==> src/rtl/maxpool_sequencer.sv <==
// Streaming max-pool window reducer for sign-magnitude samples, valid/ready on both sides.
// Optional argmax output (out_idx) is enabled by defining MAXPOOL_ARGMAX_EN.
module maxpool_sequencer #(
  parameter int N = 32,
  parameter int Q = 16,
  parameter int WIN = 4,
  localparam int IDX_W = $clog2(WIN)
) (
  input  logic             clk,
  input  logic             rst_n,
  input  logic             in_valid,
  output logic             in_ready,
  input  logic [N-1:0]     in_data,
  input  logic             in_last,
  output logic             out_valid,
  input  logic             out_ready,
  output logic [N-1:0]     out_data,
`ifdef MAXPOOL_ARGMAX_EN
  output logic [IDX_W-1:0] out_idx,
  output logic             busy
`else
  output logic             busy
`endif
);

  if (WIN < 2 || WIN > 256 || Q < 0 || Q >= N) begin : g_param_check
    $error("maxpool_sequencer: illegal WIN/Q parameterisation");
  end

  typedef enum logic [1:0] {
    IDLE  = 2'd0,
    ACCUM = 2'd1,
    HOLD  = 2'd2
  } state_t;

  state_t           state_r;
  state_t           next_state_s;
  logic [N-1:0]     acc_r;
  logic [N-1:0]     out_data_r;
  logic [IDX_W-1:0] cnt_r;
  logic             out_valid_r;
  logic             busy_r;
  logic             in_ready_s;
  logic             start_s;
  logic             step_s;
  logic             close_s;
  logic             win_s;
  logic [N-1:0]     max_s;

  // Strict sign-magnitude "greater than"; both zeros compare equal so ties keep the incumbent.
  function automatic logic sm_gt(input logic [N-1:0] a, input logic [N-1:0] b);
    logic a_neg;
    logic b_neg;
    logic r;
    a_neg = a[N-1] && (a[N-2:0] != {(N-1){1'b0}});
    b_neg = b[N-1] && (b[N-2:0] != {(N-1){1'b0}});
    if (!a_neg && b_neg) begin
      r = 1'b1;
    end else if (a_neg && !b_neg) begin
      r = 1'b0;
    end else if (!a_neg) begin
      r = a[N-2:0] > b[N-2:0];
    end else begin
      r = a[N-2:0] < b[N-2:0];
    end
    return r;
  endfunction

  assign win_s = sm_gt(in_data, acc_r);
  assign max_s = win_s ? in_data : acc_r;

  // State register.
  always_ff @(posedge clk) begin
    if (!rst_n) begin
      state_r <= IDLE;
    end else begin
      state_r <= next_state_s;
    end
  end

  // Next-state, input-side ready and window start/close decode.
  always_comb begin
    next_state_s = state_r;
    in_ready_s   = 1'b0;
    start_s      = 1'b0;
    step_s       = 1'b0;
    close_s      = 1'b0;
    case (state_r)
      IDLE: begin
        in_ready_s = 1'b1;
        if (in_valid) begin
          start_s      = 1'b1;
          next_state_s = in_last ? HOLD : ACCUM;
        end else begin
          next_state_s = IDLE;
        end
      end
      ACCUM: begin
        in_ready_s = 1'b1;
        if (in_valid) begin
          step_s = 1'b1;
          if (in_last || (cnt_r == IDX_W'(WIN - 1))) begin
            close_s      = 1'b1;
            next_state_s = HOLD;
          end else begin
            next_state_s = ACCUM;
          end
        end else begin
          next_state_s = ACCUM;
        end
      end
      HOLD: begin
        // A retiring result frees the slot, so a new window may open in the same cycle.
        in_ready_s = out_ready;
        if (out_ready) begin
          if (in_valid) begin
            start_s      = 1'b1;
            next_state_s = in_last ? HOLD : ACCUM;
          end else begin
            next_state_s = IDLE;
          end
        end else begin
          next_state_s = HOLD;
        end
      end
      default: begin
        next_state_s = IDLE;
      end
    endcase
  end

  // Accumulator, sample counter and result register.
  always_ff @(posedge clk) begin
    if (!rst_n) begin
      acc_r       <= {N{1'b0}};
      cnt_r       <= {IDX_W{1'b0}};
      out_data_r  <= {N{1'b0}};
      out_valid_r <= 1'b0;
      busy_r      <= 1'b0;
    end else begin
      if (start_s) begin
        acc_r <= in_data;
        cnt_r <= IDX_W'(1);
        if (in_last) begin
          out_data_r <= in_data;
        end else begin
          out_data_r <= out_data_r;
        end
      end else if (step_s) begin
        acc_r <= max_s;
        if (close_s) begin
          cnt_r      <= {IDX_W{1'b0}};
          out_data_r <= max_s;
        end else begin
          cnt_r      <= cnt_r + IDX_W'(1);
          out_data_r <= out_data_r;
        end
      end else begin
        acc_r      <= acc_r;
        cnt_r      <= cnt_r;
        out_data_r <= out_data_r;
      end
      out_valid_r <= (next_state_s == HOLD);
      busy_r      <= (next_state_s == ACCUM);
    end
  end

`ifdef MAXPOOL_ARGMAX_EN
  logic [IDX_W-1:0] idx_r;
  logic [IDX_W-1:0] out_idx_r;
  logic [IDX_W-1:0] idx_next_s;

  // cnt_r is the 0-based position of the sample being accepted in ACCUM.
  assign idx_next_s = win_s ? cnt_r : idx_r;

  // Argmax tracking; position only moves when a sample strictly wins.
  always_ff @(posedge clk) begin
    if (!rst_n) begin
      idx_r     <= {IDX_W{1'b0}};
      out_idx_r <= {IDX_W{1'b0}};
    end else if (start_s) begin
      idx_r <= {IDX_W{1'b0}};
      if (in_last) begin
        out_idx_r <= {IDX_W{1'b0}};
      end else begin
        out_idx_r <= out_idx_r;
      end
    end else if (step_s) begin
      idx_r <= idx_next_s;
      if (close_s) begin
        out_idx_r <= idx_next_s;
      end else begin
        out_idx_r <= out_idx_r;
      end
    end else begin
      idx_r     <= idx_r;
      out_idx_r <= out_idx_r;
    end
  end

  assign out_idx = out_idx_r;
`endif

  assign in_ready  = rst_n & in_ready_s;
  assign out_valid = out_valid_r;
  assign out_data  = out_data_r;
  assign busy      = busy_r;

endmodule

==> config.mk <==
export PLATFORM = sky130hd
export DESIGN_NAME = maxpool_sequencer
export DESIGN_NICKNAME = d
export VERILOG_FILES = /design/src/rtl/maxpool_sequencer.sv
export SDC_FILE = /design/constraint.sdc
export NUM_CORES = 1
export LEC_CHECK = 0
export CORE_UTILIZATION = 45
export DETAILED_ROUTE_END_ITERATION = 12
export GPL_TIMING_DRIVEN = 0
export PLACE_DENSITY = 0.69
export REMOVE_ABC_BUFFERS = 1
export SKIP_LAST_GASP = 1
export SYNTH_ARGS = -nofsm -noshare
export SYNTH_HDL_FRONTEND = slang
export SYNTH_SLANG_ARGS = --single-unit
==> constraint.sdc <==
create_clock -name clk -period 5 [get_ports clk]
set_input_delay 1 -clock clk [delete_from_list [all_inputs] [get_ports clk]]
set_output_delay 1 -clock clk [all_outputs]
set_load 0.005 [all_outputs]
==> impl_summary.md <==
Timing
The setup violation total in the final timing report is 0. The worst setup slack after layout is 508 ps. The worst path needs between 4000 and 5000 ps of the cycle, external delays included.

The worst clock skew is roughly 10 ps. The final number of hold-violating endpoints is 0. Of the available clock period, the critical path in the final layout requires 0.898. The number of max-slew violations in the final report is 0. In the final timing run, aggregate negative setup slack is 0 ps. Measured against its own limit, the worst slew margin works out to 0.0840. Setup repair after global routing left no endpoint under its margin. Derived from the worst setup path, the maximum achievable clock frequency is between 0.2 and 0.25 GHz. The actual slew at the worst max-slew pin is 1370 ps.

Die
The die covers 10500 um2. Measured along the x axis, the die boundary spans 102 um. 72 I/O pins were placed. The floorplan step set the die height to around 100 um.

The number of placement rows is 36. In this run the standard cell core region covers 9770 um2. The initial utilization of the core area, before any placement, comes to 0.464.

Clocking
In this run, post-CTS hold repair placed 0 buffers. TritonCTS built the clock tree. The later-pin clock latency in the skew report is ~360 ps. The number of clock buffers inserted by TritonCTS is 9.

The H-tree was split into 3 levels. The clock drives 70 sinks. Gates resized during post-CTS repair numbered 0. Clock-pin slew was measured on the worst setup and hold paths at roughly 70 ps. Counting along the longest clock path gives a buffer depth of 2. The clock root buffer is clkbuf_8.

Once the clock tree was built, the setup fixing pass inserted 0 buffers.

Drt
After detailed routing, the average wire length per cell comes to 17.8 um. Once detail routing completed, the nets flagged for antenna violations numbered 0. The total wire length after detailed routing is between 10 and 15 mm. Using the TritonRoute via totals, the vias-per-cell ratio works out to about 6. In the routed design, unresolved DRC markers number 0. The number of iterations in the first detailed-routing pass is 5. The final route contains roughly 4700 vias. The DRC marker count from the first detailed-route iteration is 294.

Synth
The synthesized design contains 70 register bits. Of the post-synthesis cell area, the dominant cell type holds 0.309. Yosys attributes the largest share of cell area to dfxtp_1 (31%), ha_1 (8.8%), mux2i_1 (7.1%). The number of warnings reported in the yosys synthesis log is 0.

The cell type contributing the most total cell area after synthesis is dfxtp_1. Yosys mapped the design onto between 40 and 50 distinct sky130hd cell types. The instance count of the mapped netlist is 578.

The synthesized area per cell is slightly below 8 um2. Of the synthesized area, sequential elements account for 0.309. The summed instance area of the synthesized netlist is roughly 4500 um2.

Setup path
The largest fanout on the critical path is 33. The endpoint type of the worst setup path is a register. At the worst endpoint, the required time is ~5300 ps. The slack of the worst reg-to-reg path is ~1600 ps. The kind of launch point of the worst setup path is an input pin. The worst setup path is of the input pin to register kind. For the worst setup path, the data arrival time is 4770 ps.

Flow run
Max-cap violations in this run came to 0.

GRT
The number of global-route vias before repair is 4559. Global routing finished with a remaining overflow of 0. The largest net degree at the start of global routing is just over 100. The initial antenna violation count is 0. The all-layer global routing usage is 0.266. The first global-routing pass estimated ~22 mm of wire.

Final layout
The final layout contains about 700 nets. The final design area excluding fillers is between 5000 and 6000 um2. Leaving out filler cells and counting taps, the final layout contains roughly 760.

The area taken by multi-input logic gates is between 2000 and 3000 um2. The antenna diode count is 0. In the final layout, the share of cells above drive strength 1 is 0.0578.

The end-of-flow core utilization is 0.565. The signed area change from the synthesized netlist to the final layout is 21.9%. Counting the fill cells in the layout gives 932. Across the whole layout, storage elements account for around 1400 um2.

Placed design
The port buffer count is 71. The post-placement setup slack is -89.4 ps. The standard cell area after detailed placement is between 5000 and 6000 um2.

After detailed placement, the design holds a cell count of between 700 and 800. The congestion estimate from routability-driven global placement came to roughly 0.85. After legalization and detailed placement, the total HPWL measured approximately 8.4 mm.

Hold path
The path class of the tightest hold or removal check is register to register.

Pwr
The leakage power figure is roughly 2.1 nW. Across the VDD grid, the largest voltage drop is between 0.1 and 0.15 mV. In this run the power density over the cells is roughly 300 nW/um2.

Run status
The flow ran to the end, and the final reports show no timing, DRC or antenna violations.
-- final timing paths --
check,start,endpoint,depth (start not counted)
max,in_data[19],acc_r[29],9
max reg2reg,acc_r[11],acc_r[16],9
min reg2reg,acc_r[31],acc_r[31],2
min,acc_r[31],acc_r[31],2
-- cell families after synthesis --
group | Yosys count | share of synthesized area
compound gates | 166 | 0.234
fa+ha+maj | 32 | 0.0883
buf+inv | 81 | 0.0789
flops | 70 | 0.309
mux | 32 | 0.0706
simple gates | 197 | 0.219
-- cells in the final DEF, fill, tap and decap left out, drive strengths merged, types with 2 or more instances in the layout --
| cell | synthesis | layout |
|---|---|---|
| clkbuf | 34 | 13 |
| nor4b | 2 | 2 |
| clkinv | 0 | 2 |
| clkdlybuf4s50 | 0 | 70 |
| nand2 | 80 | 80 |
| or3 | 2 | 2 |
| a31oi | 32 | 32 |
| a21oi | 17 | 17 |
| a21o | 2 | 2 |
| dfxtp | 70 | 70 |
| mux2i | 32 | 32 |
| o21a | 2 | 2 |
| nor3 | 7 | 7 |
| nor4 | 15 | 15 |
| a221oi | 2 | 2 |
| and3 | 32 | 32 |
| a21boi | 2 | 2 |
| inv | 34 | 34 |
| buf | 13 | 6 |
| nand4 | 9 | 9 |
| o21ai | 69 | 69 |
| ha | 32 | 32 |
| nor2 | 8 | 8 |
| nand3 | 38 | 38 |
| a311oi | 32 | 32 |
-- power by group --
group          switching [mW]  internal (mW)
clock network           0.223          0.284
registers              0.0441          0.607
logic                   0.262          0.207
total                   0.530           1.10
-- metal layers --
| layer | track usage | wire length (um) |
|---|---|---|
| met5 | 0 | 0 |
| met1 | 0.329 | 5620 |
| met3 | 0.0547 | 1020 |
| met4 | 0.123 | 301 |
| met2 | 0.445 | 6540 |
-- per-stage QoR --
stage	hold slack [ps]	total power, mW
finish	509	1.63
detailed placement	495	1.12
global route	528	1.71
floorplan	469	0.911
CTS	506	1.62
global placement	484	1.09
-- critical path: stages --
cell	delay, ps
clkdlybuf4s50_1	510
nor4_1	460
nand4_1	270
o211ai_4	780
inv_2	150
o21a_2	410
nor3_4	730
buf_8	250
mux2i_1	200
-- final cells by class --
| type | instances | share of cell area |
|---|---|---|
| multi-input cells | 427 | 0.508 |
| flip-flops and latches | 70 | 0.254 |
| repair buffers | 76 | 0.146 |
| clock buffers | 13 | 0.0324 |
| well taps | 133 | 0.0301 |
| inverters | 34 | 0.0231 |
| clock inverters | 3 | 0.00724 |
-- registers in the layout, indices dropped and copies added, names as in the netlist --
signal and cells:
busy 1, cnt_r 2, out_valid 1, acc_r 32, state_r 2, out_data 32
-- synthesized netlist by cell type, drive strengths merged --
master	number
inv	34
a32oi	1
nor3	7
and2	1
a21boi	2
a2bb2oi	1
o31ai	1
a221oi	2
a311oi	32
nand3b	1
and3	32
nor4b	2
clkbuf	34
ha	32
a21o	2
o21ai	69
nand2b	1
a31oi	32
buf	13
a32o	1
nor4	15
and4	1
o22ai	1
nor2	8
o21a	2
dfxtp	70
or3	2
nand4	9
mux2i	32
o211a	1
a21oi	17
a211oi	1
o211ai	1
nand3	38
nand2	80
Power figures use the tool's default switching activity.
